File: config.mk
export PLATFORM = sky130hd
export DESIGN_NAME = posit_divsqrt_arbiter
export DESIGN_NICKNAME = d
export VERILOG_FILES = /design/src/rtl/posit_divsqrt_arbiter.sv
export SDC_FILE = /design/constraint.sdc
export NUM_CORES = 1
export LEC_CHECK = 0
export ABC_AREA = 1
export CORE_MARGIN = 2
export CORE_UTILIZATION = 40
export DETAILED_ROUTE_END_ITERATION = 7
export GPL_TIMING_DRIVEN = 0
export PLACE_DENSITY = 0.95
export SYNTH_ARGS = -nofsm -noshare
export SYNTH_HDL_FRONTEND = slang
export SYNTH_SLANG_ARGS = --single-unit
File: constraint.sdc
create_clock -name clk_i -period 6.75 [get_ports clk_i]
set_input_delay 1.35 -clock clk_i [delete_from_list [all_inputs] [get_ports clk_i]]
set_output_delay 1.35 -clock clk_i [all_outputs]
set_load 0.005 [all_outputs]
File: src/rtl/posit_divsqrt_arbiter.sv
// Round-robin sharing of one posit div/sqrt unit among NUM_REQ requesters, one op in flight.
// Grant-to-response is 2 cycles with a combinational unit; an unaccepted response holds RESP and blocks new grants.
package posit_pkg;
  typedef enum logic [1:0] {POSIT16 = 2'd0, POSIT8 = 2'd1, POSIT32 = 2'd2, POSIT64 = 2'd3} posit_format_e;
  typedef enum logic [1:0] {DIV = 2'd0, SQRT = 2'd1} operation_e;
  typedef enum logic [1:0] {RNE = 2'd0, RTZ = 2'd1, RDN = 2'd2, RUP = 2'd3} roundmode_e;
  typedef struct packed {
    logic nar;
    logic div_zero;
    logic inexact;
  } status_t;

  function automatic int posit_width(posit_format_e fmt);
    case (fmt)
      POSIT8:  return 8;
      POSIT32: return 32;
      POSIT64: return 64;
      default: return 16;
    endcase
  endfunction
endpackage

module posit_divsqrt_arbiter #(
  parameter posit_pkg::posit_format_e pFormat = posit_pkg::posit_format_e'(0),
  parameter int NUM_REQ = 4,
  localparam int WIDTH = posit_pkg::posit_width(pFormat),
  localparam int IDW = $clog2(NUM_REQ)
) (
  input  logic                                   clk_i,
  input  logic                                   rst_ni,
  input  logic                                   flush_i,
  input  logic [NUM_REQ-1:0]                     req_valid_i,
  output logic [NUM_REQ-1:0]                     req_ready_o,
  input  logic [NUM_REQ-1:0][1:0][WIDTH-1:0]     req_operands_i,
  input  posit_pkg::operation_e [NUM_REQ-1:0]    req_op_i,
  input  posit_pkg::roundmode_e [NUM_REQ-1:0]    req_rnd_mode_i,
  input  logic [NUM_REQ-1:0]                     req_tag_i,
  output logic [NUM_REQ-1:0]                     resp_valid_o,
  input  logic [NUM_REQ-1:0]                     resp_ready_i,
  output logic [WIDTH-1:0]                       resp_result_o,
  output posit_pkg::status_t                     resp_status_o,
  output logic                                   resp_tag_o,
  output logic [1:0][WIDTH-1:0]                  unit_operands_o,
  output posit_pkg::operation_e                  unit_op_o,
  output posit_pkg::roundmode_e                  unit_rnd_mode_o,
  output logic                                   unit_tag_o,
  output logic                                   unit_in_valid_o,
  input  logic                                   unit_in_ready_i,
  input  logic                                   unit_out_valid_i,
  output logic                                   unit_out_ready_o,
  input  logic [WIDTH-1:0]                       unit_result_i,
  input  posit_pkg::status_t                     unit_status_i,
  input  logic                                   unit_tag_i,
  output logic                                   unit_flush_o,
  output logic                                   busy_o
);

  typedef enum logic [1:0] {IDLE, ISSUE, WAIT, RESP} state_e;

  state_e                state_q;
  logic [IDW-1:0]        rr_q, id_q;
  logic [1:0][WIDTH-1:0] opnd_q;
  posit_pkg::operation_e op_q;
  posit_pkg::roundmode_e rnd_q;
  logic                  tag_q;
  logic [WIDTH-1:0]      res_q;
  posit_pkg::status_t    status_q;
  logic                  rtag_q;

  logic                  arb_en, gnt_vld;
  logic [IDW-1:0]        gnt_id, idx;
  logic [IDW:0]          idx_full;
  logic                  unused_unit_tag;

  // Ownership lives in id_q, so the tag coming back from the unit carries no information.
  assign unused_unit_tag = unit_tag_i;

  assign arb_en = !flush_i && ((state_q == IDLE) || ((state_q == RESP) && resp_ready_i[id_q]));

  always_comb begin
    gnt_vld  = 1'b0;
    gnt_id   = '0;
    idx      = '0;
    idx_full = '0;
    for (int i = 0; i < NUM_REQ; i++) begin
      idx_full = {1'b0, rr_q} + (IDW+1)'(i);
      if (idx_full >= (IDW+1)'(NUM_REQ)) idx_full = idx_full - (IDW+1)'(NUM_REQ);
      idx = idx_full[IDW-1:0];
      if (arb_en && !gnt_vld && req_valid_i[idx]) begin
        gnt_vld = 1'b1;
        gnt_id  = idx;
      end
    end
  end

  always_comb begin
    req_ready_o = '0;
    if (gnt_vld) req_ready_o[gnt_id] = 1'b1;
    resp_valid_o = '0;
    if ((state_q == RESP) && !flush_i) resp_valid_o[id_q] = 1'b1;
  end

  assign resp_result_o    = res_q;
  assign resp_status_o    = status_q;
  assign resp_tag_o       = rtag_q;
  assign unit_operands_o  = opnd_q;
  assign unit_op_o        = op_q;
  assign unit_rnd_mode_o  = rnd_q;
  assign unit_tag_o       = tag_q;
  assign unit_in_valid_o  = (state_q == ISSUE);
  assign unit_out_ready_o = (state_q == ISSUE) || (state_q == WAIT);
  assign unit_flush_o     = flush_i;
  assign busy_o           = (state_q != IDLE);

  always_ff @(posedge clk_i or negedge rst_ni) begin
    if (!rst_ni) begin
      state_q  <= IDLE;
      rr_q     <= '0;
      id_q     <= '0;
      opnd_q   <= '0;
      op_q     <= posit_pkg::operation_e'(2'd0);
      rnd_q    <= posit_pkg::roundmode_e'(2'd0);
      tag_q    <= 1'b0;
      res_q    <= '0;
      status_q <= '0;
      rtag_q   <= 1'b0;
    end else if (flush_i) begin
      state_q <= IDLE;
    end else begin
      // A grant in RESP overrides the return to IDLE below, giving back-to-back issue.
      if (gnt_vld) begin
        opnd_q  <= req_operands_i[gnt_id];
        op_q    <= req_op_i[gnt_id];
        rnd_q   <= req_rnd_mode_i[gnt_id];
        tag_q   <= req_tag_i[gnt_id];
        id_q    <= gnt_id;
        rr_q    <= (gnt_id == IDW'(NUM_REQ-1)) ? '0 : gnt_id + 1'b1;
        state_q <= ISSUE;
      end
      case (state_q)
        IDLE: ;
        ISSUE: begin
          if (unit_in_ready_i) begin
            if (unit_out_valid_i) begin
              res_q    <= unit_result_i;
              status_q <= unit_status_i;
              rtag_q   <= tag_q;
              state_q  <= RESP;
            end else begin
              state_q  <= WAIT;
            end
          end
        end
        WAIT: begin
          if (unit_out_valid_i) begin
            res_q    <= unit_result_i;
            status_q <= unit_status_i;
            rtag_q   <= tag_q;
            state_q  <= RESP;
          end
        end
        RESP: if (resp_ready_i[id_q] && !gnt_vld) state_q <= IDLE;
        default: state_q <= IDLE;
      endcase
    end
  end

endmodule

==> metrics.csv, run 1 <==
stage;metric;value;unit
placed_design;Inst Count DP;986;
logic_synthesis;syn avg cell area;7.27;um^2
layout;storage element area;1580;um^2
clock_tree;# resized after CTS;0;
clock_tree;root cell of the clock tree;clkbuf_8;
logic_synthesis;adder-cell share of the synthesized area;0.0259;
clock_tree;CTS tree;done;
floorplan;Core Area;10700;um^2
power_and_ir_drop;Pwr Total;3.35;mW
floorplan;chip width;108;um
clock_tree;maximum level of the CTS H-tree;3;
placed_design;Port Buffers;248;
power_and_ir_drop;sw frac;0.472;
placed_design;Area after DPL;7000;um^2
layout;Final #Nets;1047;
routing;drt pass-1 iters;6;
power_and_ir_drop;Sequential Power Share;0.203;
floorplan;I/O pins;250;
layout;share of cells above drive strength 1;0.113;
layout;Syn-to-layout area delta;65.8;%
worst_setup_path;slowest CP cell;clkdlybuf4s50_1;
routing;average vias per placed instance;5.35;
sta;number of failing hold endpoints at the final stage;0;
routing;Routed WL;15900;um
sta;headroom to the max-slew limit;0.458;
logic_synthesis;synthesized netlist cell count;598;
power_and_ir_drop;Internal;1.77;mW
placed_design;post-DP HPWL;12600;um
logic_synthesis;Yosys Warn Count;0;
clock_tree;# Post-CTS Setup Buffers;0;
worst_setup_path;Data arrival, critical path;4.35;ns
grt;largest net degree at the start of global routing;64;
grt;vias in the first global route;5145;
clock_tree;Inserted Clock Buffers;9;
sta;hold_ws;0.480;ns
logic_synthesis;syn nets;788;
routing;Detailed Route Iter0 Violations;361;
layout;Non-Filler Instances;1002;
worst_setup_path;Largest stage delay, worst path;0.54;ns
layout;antenna cell count;0;
layout;final instance area;7210;um^2
clock_tree;clk sinks;63;
power_and_ir_drop;Leakage;3.30;nW
worst_hold_path;HP Class;flip-flop to flip-flop;
logic_synthesis;Synth Area in XOR/XNOR;0.00374;
sta;final setup vio count;0;
logic_synthesis;register bit count reported by yosys;63;
sta;post-route minimum period;5.70;ns
floorplan;Starting Density;0.406;
clock_tree;clk buf depth;2;
worst_setup_path;Setup crit end kind;output pin;
sta;Slew Viols, Final;0;
worst_setup_path;worst path cell trace;clkdlybuf4s50_1 > inv_1 > nand2_1 > inv_1 > nand2_1 > nand2_1 > nand4_2 > o21ai_2 > nand2_1 > buf_2 > inv_1 > ha_1 > inv_1 > nor2_1 > clkdlybuf4s50_1;
power_and_ir_drop;Clk pwr share;0.101;
clock_tree;Clk pin slew, worst setup/hold paths;0.08;ns
floorplan;FP Rows;38;
sta;RSZ-0062 raised after global routing;false;
sta;Final Cycle Share;0.845;
layout;Core Util, Final;0.674;
floorplan;Die Y;108;um
worst_setup_path;critical path class;input pin to output pin;
sta;clk_skew;0.00776;ns
logic_synthesis;Mapped Area;4350;um^2
grt;GRT overflow;0;
grt;Total Routing Usage GR;0.269;
placed_design;routability cong.;0.905;
grt;initial antenna violation count;0;
routing;via count;5356;
logic_synthesis;Synth cell types;31;
grt;first-pass GRT wire length;24700;um
logic_synthesis;largest family of logic cells by synthesized area;simple AND/OR/NAND/NOR gates;
floorplan;die area;11700;um^2
clock_tree;worst skew pair latency;0.34;ns
power_and_ir_drop;VDD IR max;0.230;mV
power_and_ir_drop;pwr/cell area;464;nW/um^2
power_and_ir_drop;power share of the combinational group;0.696;
logic_synthesis;post-synthesis mux area share;0.0518;
sta;setup TNS;0;ns
sta;f_max;175;MHz
outcome;status;finished, final reports clean;
routing;drt wl/cell;15.9;um
sta;PnR worst setup slack;1.05;ns
placed_design;pre-CTS setup slack;1.09;ns
worst_setup_path;Worst Path Required;5.40;ns
routing;Detail Route Antenna Nets;0;
power_and_ir_drop;Sw Pwr;1.58;mW
clock_tree;hold_buf cts;0;
worst_setup_path;CP delay by family, top;buffers and inverters;
sta;worst slew pin tran;0.812;ns
logic_synthesis;sequential fraction of the synthesis area;0.363;
worst_setup_path;Worst Path Buf+Inv;7;
logic_synthesis;Synth Area in Compound Gates;0.0337;
run;Max Cap Viol;0;
layout;multi-input logic area;2390;um^2
logic_synthesis;Post-Synth Simple-Gate Area;0.435;
worst_setup_path;startpoint types;input pin;
layout;fill count;878;
routing;drt drc;0;
worst_setup_path;CP max FO;11;
-- flip-flops by register name, indices dropped and copies added, names as in the netlist, 2 cells and up --
name and count:
unit_operands_o 32, resp_result_o 16, resp_status_o 3, id_q 2
rr_q 2, state_q 2, unit_op_o 2, unit_rnd_mode_o 2
-- worst min-delay path, cell delays in order, from the launching register on --
cell and delay [ns]:
dfrtp_1 0.34, nand2_1 0.05, nand2_1 0.05
-- cell type report --
type                    count  share of cell area
clock inverters             6             0.00955
plain buffers              48              0.0391
multi-input cells         461               0.332
inverters                  26              0.0135
repair buffers            248               0.344
clock buffers              10              0.0191
flip-flops and latches     63               0.219
well taps                 140              0.0243
-- worst paths after layout --
| path | from | to | slack (ns) | cells past startpoint |
|---|---|---|---|---|
| max in group asynchronous | rst_ni | id_q[0]$_DFFE_PN0P_ | 5.11 | 1 |
| hold reg to reg | unit_operands_o[23]$_DFFE_PN0P_ | unit_operands_o[23]$_DFFE_PN0P_ | 0.48 | 2 |
| setup reg to reg | id_q[0]$_DFFE_PN0P_ | unit_operands_o[8]$_DFFE_PN0P_ | 4.10 | 14 |
| hold / removal | unit_operands_o[23]$_DFFE_PN0P_ | unit_operands_o[23]$_DFFE_PN0P_ | 0.48 | 2 |
| min in group asynchronous | rst_ni | resp_result_o[10]$_DFFE_PN0P_ | 1.08 | 1 |
| setup / recovery | flush_i | req_ready_o[3] | 1.05 | 15 |
-- cells in the mapped netlist --
master,number,share of area
nor3_2,1,0.0023
mux2_2,20,0.052
a21oi_1,3,0.0035
o211ai_1,2,0.0035
dfrtp_1,63,0.36
inv_1,20,0.017
inv_2,5,0.0043
nor2_4,1,0.0026
ha_1,9,0.026
xnor2_2,1,0.0037
buf_6,3,0.0078
a21oi_2,1,0.0020
nand4_1,2,0.0029
nand2_1,159,0.14
nand4_2,2,0.0058
o2111ai_1,1,0.0020
nand3_2,1,0.0023
buf_1,1,0.00086
nand3_1,230,0.26
nand2_2,2,0.0029
buf_2,24,0.028
clkinv_1,1,0.00086
o21ai_4,2,0.0075
nor2_1,8,0.0069
o21ai_0,7,0.0081
o21ai_2,3,0.0060
nand2_4,1,0.0026
clkbuf_1,7,0.0060
nor3_1,4,0.0046
buf_4,13,0.022
o21ai_1,1,0.0012
-- cells in the final DEF, fill, tap and decap left out, types with 7 or more instances in the layout --
cell | synthesis | routed
buf_2 | 24 | 24
buf_4 | 13 | 14
clkbuf_1 | 7 | 7
clkbuf_8 | 0 | 10
clkdlybuf4s50_1 | 0 | 247
dfrtp_1 | 63 | 63
ha_1 | 9 | 9
inv_1 | 20 | 20
mux2_2 | 20 | 20
nand2_1 | 159 | 159
nand3_1 | 230 | 230
nor2_1 | 8 | 8
o21ai_0 | 7 | 7
-- routing by layer --
layer,GRT usage,up-vias,wire [um]
met5,0,-,0
met4,0.110,0,378
met3,0.0657,38,1510
met2,0.473,320,7910
met1,0.313,2456,6140
li1,-,2542,-
-- cells by family (layout without fill, tap and decap cells) --
logic type / count (synthesis) / after routing
AND/OR/NAND/NOR: 411 / 411
buffers and inverters: 74 / 338
flip-flops: 63 / 63
AO/OA/AOI/OAI: 20 / 20
multiplexers: 20 / 20
adder cells (fa/ha/maj): 9 / 9
XOR/XNOR: 1 / 1
-- power groups by stage --
stage,Combinational [mW],Sequential [mW],Clock [mW]
2_1_floorplan,1.38,0.686,0
3_5_place_dp,2.33,0.686,0
3_3_place_gp,2.27,0.676,0
6_report,2.33,0.679,0.338
4_1_cts,2.33,0.681,0.345
5_1_grt,2.57,0.700,0.364
Power figures use the tool's default switching activity.
==> inputs of run 2 (changes only) <==
--- a/config.mk
+++ b/config.mk
@@ -7,10 +7,10 @@
 export LEC_CHECK = 0
 export ABC_AREA = 1
 export CORE_MARGIN = 2
-export CORE_UTILIZATION = 40
+export CORE_UTILIZATION = 35
 export DETAILED_ROUTE_END_ITERATION = 7
 export GPL_TIMING_DRIVEN = 0
-export PLACE_DENSITY = 0.95
+export PLACE_DENSITY = 0.89
 export SYNTH_ARGS = -nofsm -noshare
 export SYNTH_HDL_FRONTEND = slang
 export SYNTH_SLANG_ARGS = --single-unit
==> constraint.sdc (replaced) <==
create_clock -name clk_i -period 5.05 [get_ports clk_i]
set_input_delay 1.01 -clock clk_i [delete_from_list [all_inputs] [get_ports clk_i]]
set_output_delay 1.01 -clock clk_i [all_outputs]
set_load 0.005 [all_outputs]
==> run 2 against run 1 <==
Against the previous run: hold slack lost 0.0065 ns; register-to-register slack worse by 1.7 ns; sequential cell count stayed put; wire length grew 7.8%; largest power group unchanged; highest routed layer unchanged.
==> metrics.csv, run 2 (synthesized netlist as in run 1, its figures left out) <==
stage;metric;value;unit;change
floorplan;I/O pins;250;;unchanged
clock_tree;# Post-CTS Setup Buffers;0;;unchanged
layout;multi-input logic area;2400;um^2;+0.31%
worst_hold_path;Hold Path Sink;unit_operands_o[31]$_DFFE_PN0P_;;
routing;Detail Route Antenna Nets;0;;unchanged
worst_setup_path;Largest stage delay, worst path;0.53;ns;about the same
worst_setup_path;slowest CP cell;clkdlybuf4s50_1;;
layout;storage element area;1580;um^2;unchanged
layout;Final #Nets;1047;;unchanged
worst_setup_path;critical path class;input pin to output pin;;
layout;share of cells above drive strength 1;0.116;;+0.00348
floorplan;Die Y;115;um;+6.6%
power_and_ir_drop;VDD IR max;0.332;mV;+44%
placed_design;routability cong.;0.860;;-5.0%
sta;Slew Viols, Final;0;;unchanged
sta;worst slew pin tran;0.828;ns;+0.0152 ns
worst_setup_path;CP max FO;11;;unchanged
layout;most common cell after layout, fill and taps aside;clkdlybuf4s50_1;;
grt;vias in the first global route;5095;;-0.97%
worst_setup_path;Critical R2R Launch;rr_q[0]$_DFFE_PN0P_;;
layout;fill count;1086;;+24%
floorplan;FP Rows;40;;+5.3%
layout;Non-Filler Instances;1030;;+2.8%
sta;hold_ws;0.474;ns;-0.00652 ns
worst_setup_path;reg-to-reg endpoint;rr_q[0]$_DFFE_PN0P_;;
floorplan;chip width;115;um;+6.6%
worst_hold_path;HP Class;flip-flop to flip-flop;;
routing;drt wl/cell;16.7;um;+4.9%
grt;largest net degree at the start of global routing;64;;unchanged
sta;clk_skew;0.00667;ns;-0.00109 ns
worst_hold_path;worst hold start;unit_operands_o[31]$_DFFE_PN0P_;;
worst_hold_path;Hold Path Stages;2;;unchanged
worst_setup_path;worst path cell trace;clkdlybuf4s50_1 > inv_1 > nand2_1 > inv_1 > nand2_1 > nand2_2 > nand4_2 > o21ai_2 > nand2_2 > buf_2 > inv_1 > ha_1 > inv_1 > nor2_1 > clkdlybuf4s50_1;;
worst_setup_path;Worst Path Buf+Inv;7;;unchanged
power_and_ir_drop;Leakage;3.36;nW;+1.8%
grt;initial antenna violation count;0;;unchanged
layout;antenna cell count;0;;unchanged
clock_tree;worst skew pair latency;0.33;ns;about the same
power_and_ir_drop;pwr/cell area;647;nW/um^2;+39%
clock_tree;hold_buf cts;0;;unchanged
worst_setup_path;reg2reg setup slack;2.44;ns;-1.66 ns
clock_tree;clk sinks;63;;unchanged
floorplan;Starting Density;0.360;;-0.0459
worst_setup_path;Setup crit end kind;output pin;;
routing;average vias per placed instance;5.09;;-4.8%
worst_setup_path;R2R cell count;16;;+2
layout;Syn-to-layout area delta;69.6;%;
sta;post-route minimum period;4.84;ns;
routing;via count;5242;;-2.1%
run;Max Cap Viol;0;;unchanged
outcome;status;finished, final reports clean;;
routing;Routed WL;17200;um;+7.8%
clock_tree;# resized after CTS;0;;unchanged
clock_tree;clk buf depth;2;;unchanged
sta;number of failing hold endpoints at the final stage;0;;unchanged
sta;final setup vio count;0;;unchanged
sta;f_max;207;MHz;
worst_setup_path;Worst Path Required;4.04;ns;-1.36 ns
clock_tree;root cell of the clock tree;clkbuf_16;;
clock_tree;Clk pin slew, worst setup/hold paths;0.06;ns;-0.02 ns
placed_design;post-DP HPWL;13000;um;+3.9%
clock_tree;Inserted Clock Buffers;9;;unchanged
routing;Detailed Route Iter0 Violations;387;;+7.2%
clock_tree;maximum level of the CTS H-tree;3;;unchanged
routing;drt drc;0;;unchanged
grt;GRT overflow;0;;unchanged
floorplan;Core Area;12100;um^2;+13%
sta;Final Cycle Share;0.958;;
layout;Core Util, Final;0.611;;-0.0626
placed_design;Port Buffers;248;;unchanged
worst_setup_path;Data arrival, critical path;3.83;ns;-0.52 ns
sta;headroom to the max-slew limit;0.448;;-0.0102
clock_tree;CTS tree;done;;
routing;drt pass-1 iters;5;;-1
layout;most frequent cells in the layout;247 x clkdlybuf4s50_1, 230 x nand3_1, 156 x nand2_1, 63 x dfrtp_1, 24 x buf_2;;
layout;Largest register FFs;32;;unchanged
sta;setup TNS;0;ns;unchanged
grt;first-pass GRT wire length;25900;um;+4.9%
sta;RSZ-0062 raised after global routing;false;;
worst_setup_path;startpoint types;input pin;;
grt;Total Routing Usage GR;0.254;;-0.0153
floorplan;die area;13300;um^2;+14%
worst_setup_path;CP delay by family, top;buffers and inverters;;
worst_setup_path;most used cell along the critical path;inv_1;;
placed_design;Inst Count DP;1014;;+2.8%
[run 2: cell types whose count changed in the layout (fill, tap and decap cells not counted)]
cell	before	now
clkinv_4	2	0
inv_2	5	4
clkbuf_8	10	0
clkinvlp_4	1	0
nand2_1	159	156
clkbuf_16	0	9
inv_6	1	4
inv_4	0	1
bufinv_16	1	2
nand2_2	2	5
[run 2: stage by stage]
stage	power (mW)	instance area (um^2)	worst slack (ns)
finish	4.77	7370	0.214
global route	5.18	7370	0.000949
CTS	4.78	7360	0.0508
detailed placement	4.07	7040	0.0830
global placement	3.99	7040	0.156
floorplan	2.76	4350	1.57
[run 2: how the worst max path moves through the flow]
stage / endpoint / startpoint / slack (ns) / cells past startpoint
global route: req_ready_o[0] / flush_i / 0.0009 / 15
floorplan: req_ready_o[3] / flush_i / 1.57 / 13
detailed placement: req_ready_o[3] / flush_i / 0.08 / 15
CTS: req_ready_o[3] / flush_i / 0.05 / 15
global placement: req_ready_o[3] / flush_i / 0.16 / 15
finish: req_ready_o[3] / flush_i / 0.21 / 15
[run 2: worst reg2reg max path, stage by stage (launching register included)]
cell and delay [ns]:
dfrtp_1 0.37, buf_4 0.17, inv_2 0.08, buf_6 0.14, nand2_1 0.07, o21ai_2 0.09, nand2_1 0.08, o21ai_1 0.14
nand4_2 0.21, o21ai_2 0.24, nand2_2 0.17, buf_2 0.24, inv_1 0.10, ha_1 0.14, inv_1 0.05, nand3_1 0.08
o21ai_0 0.10
[run 2: area by class of cell]
class	instances	area share
flip-flops and latches	63	0.214
plain buffers	48	0.0382
clock inverters	7	0.0136
multi-input cells	461	0.325
well taps	168	0.0285
inverters	26	0.0136
clock buffers	9	0.0305
repair buffers	248	0.336
[run 2: power by group]
| part | switching (mW) | internal [mW] |
|---|---|---|
| Sequential | 0.141 | 0.771 |
| Combinational | 1.81 | 1.36 |
| Clock | 0.255 | 0.438 |
| Total | 2.21 | 2.56 |
[run 2: metal layers]
metal	share of wire	vias up	GRT usage
li1	-	2552	-
met1	0.40	2414	0.297
met2	0.49	249	0.444
met3	0.082	27	0.0748
met4	0.022	0	0.0827
met5	0	-	0
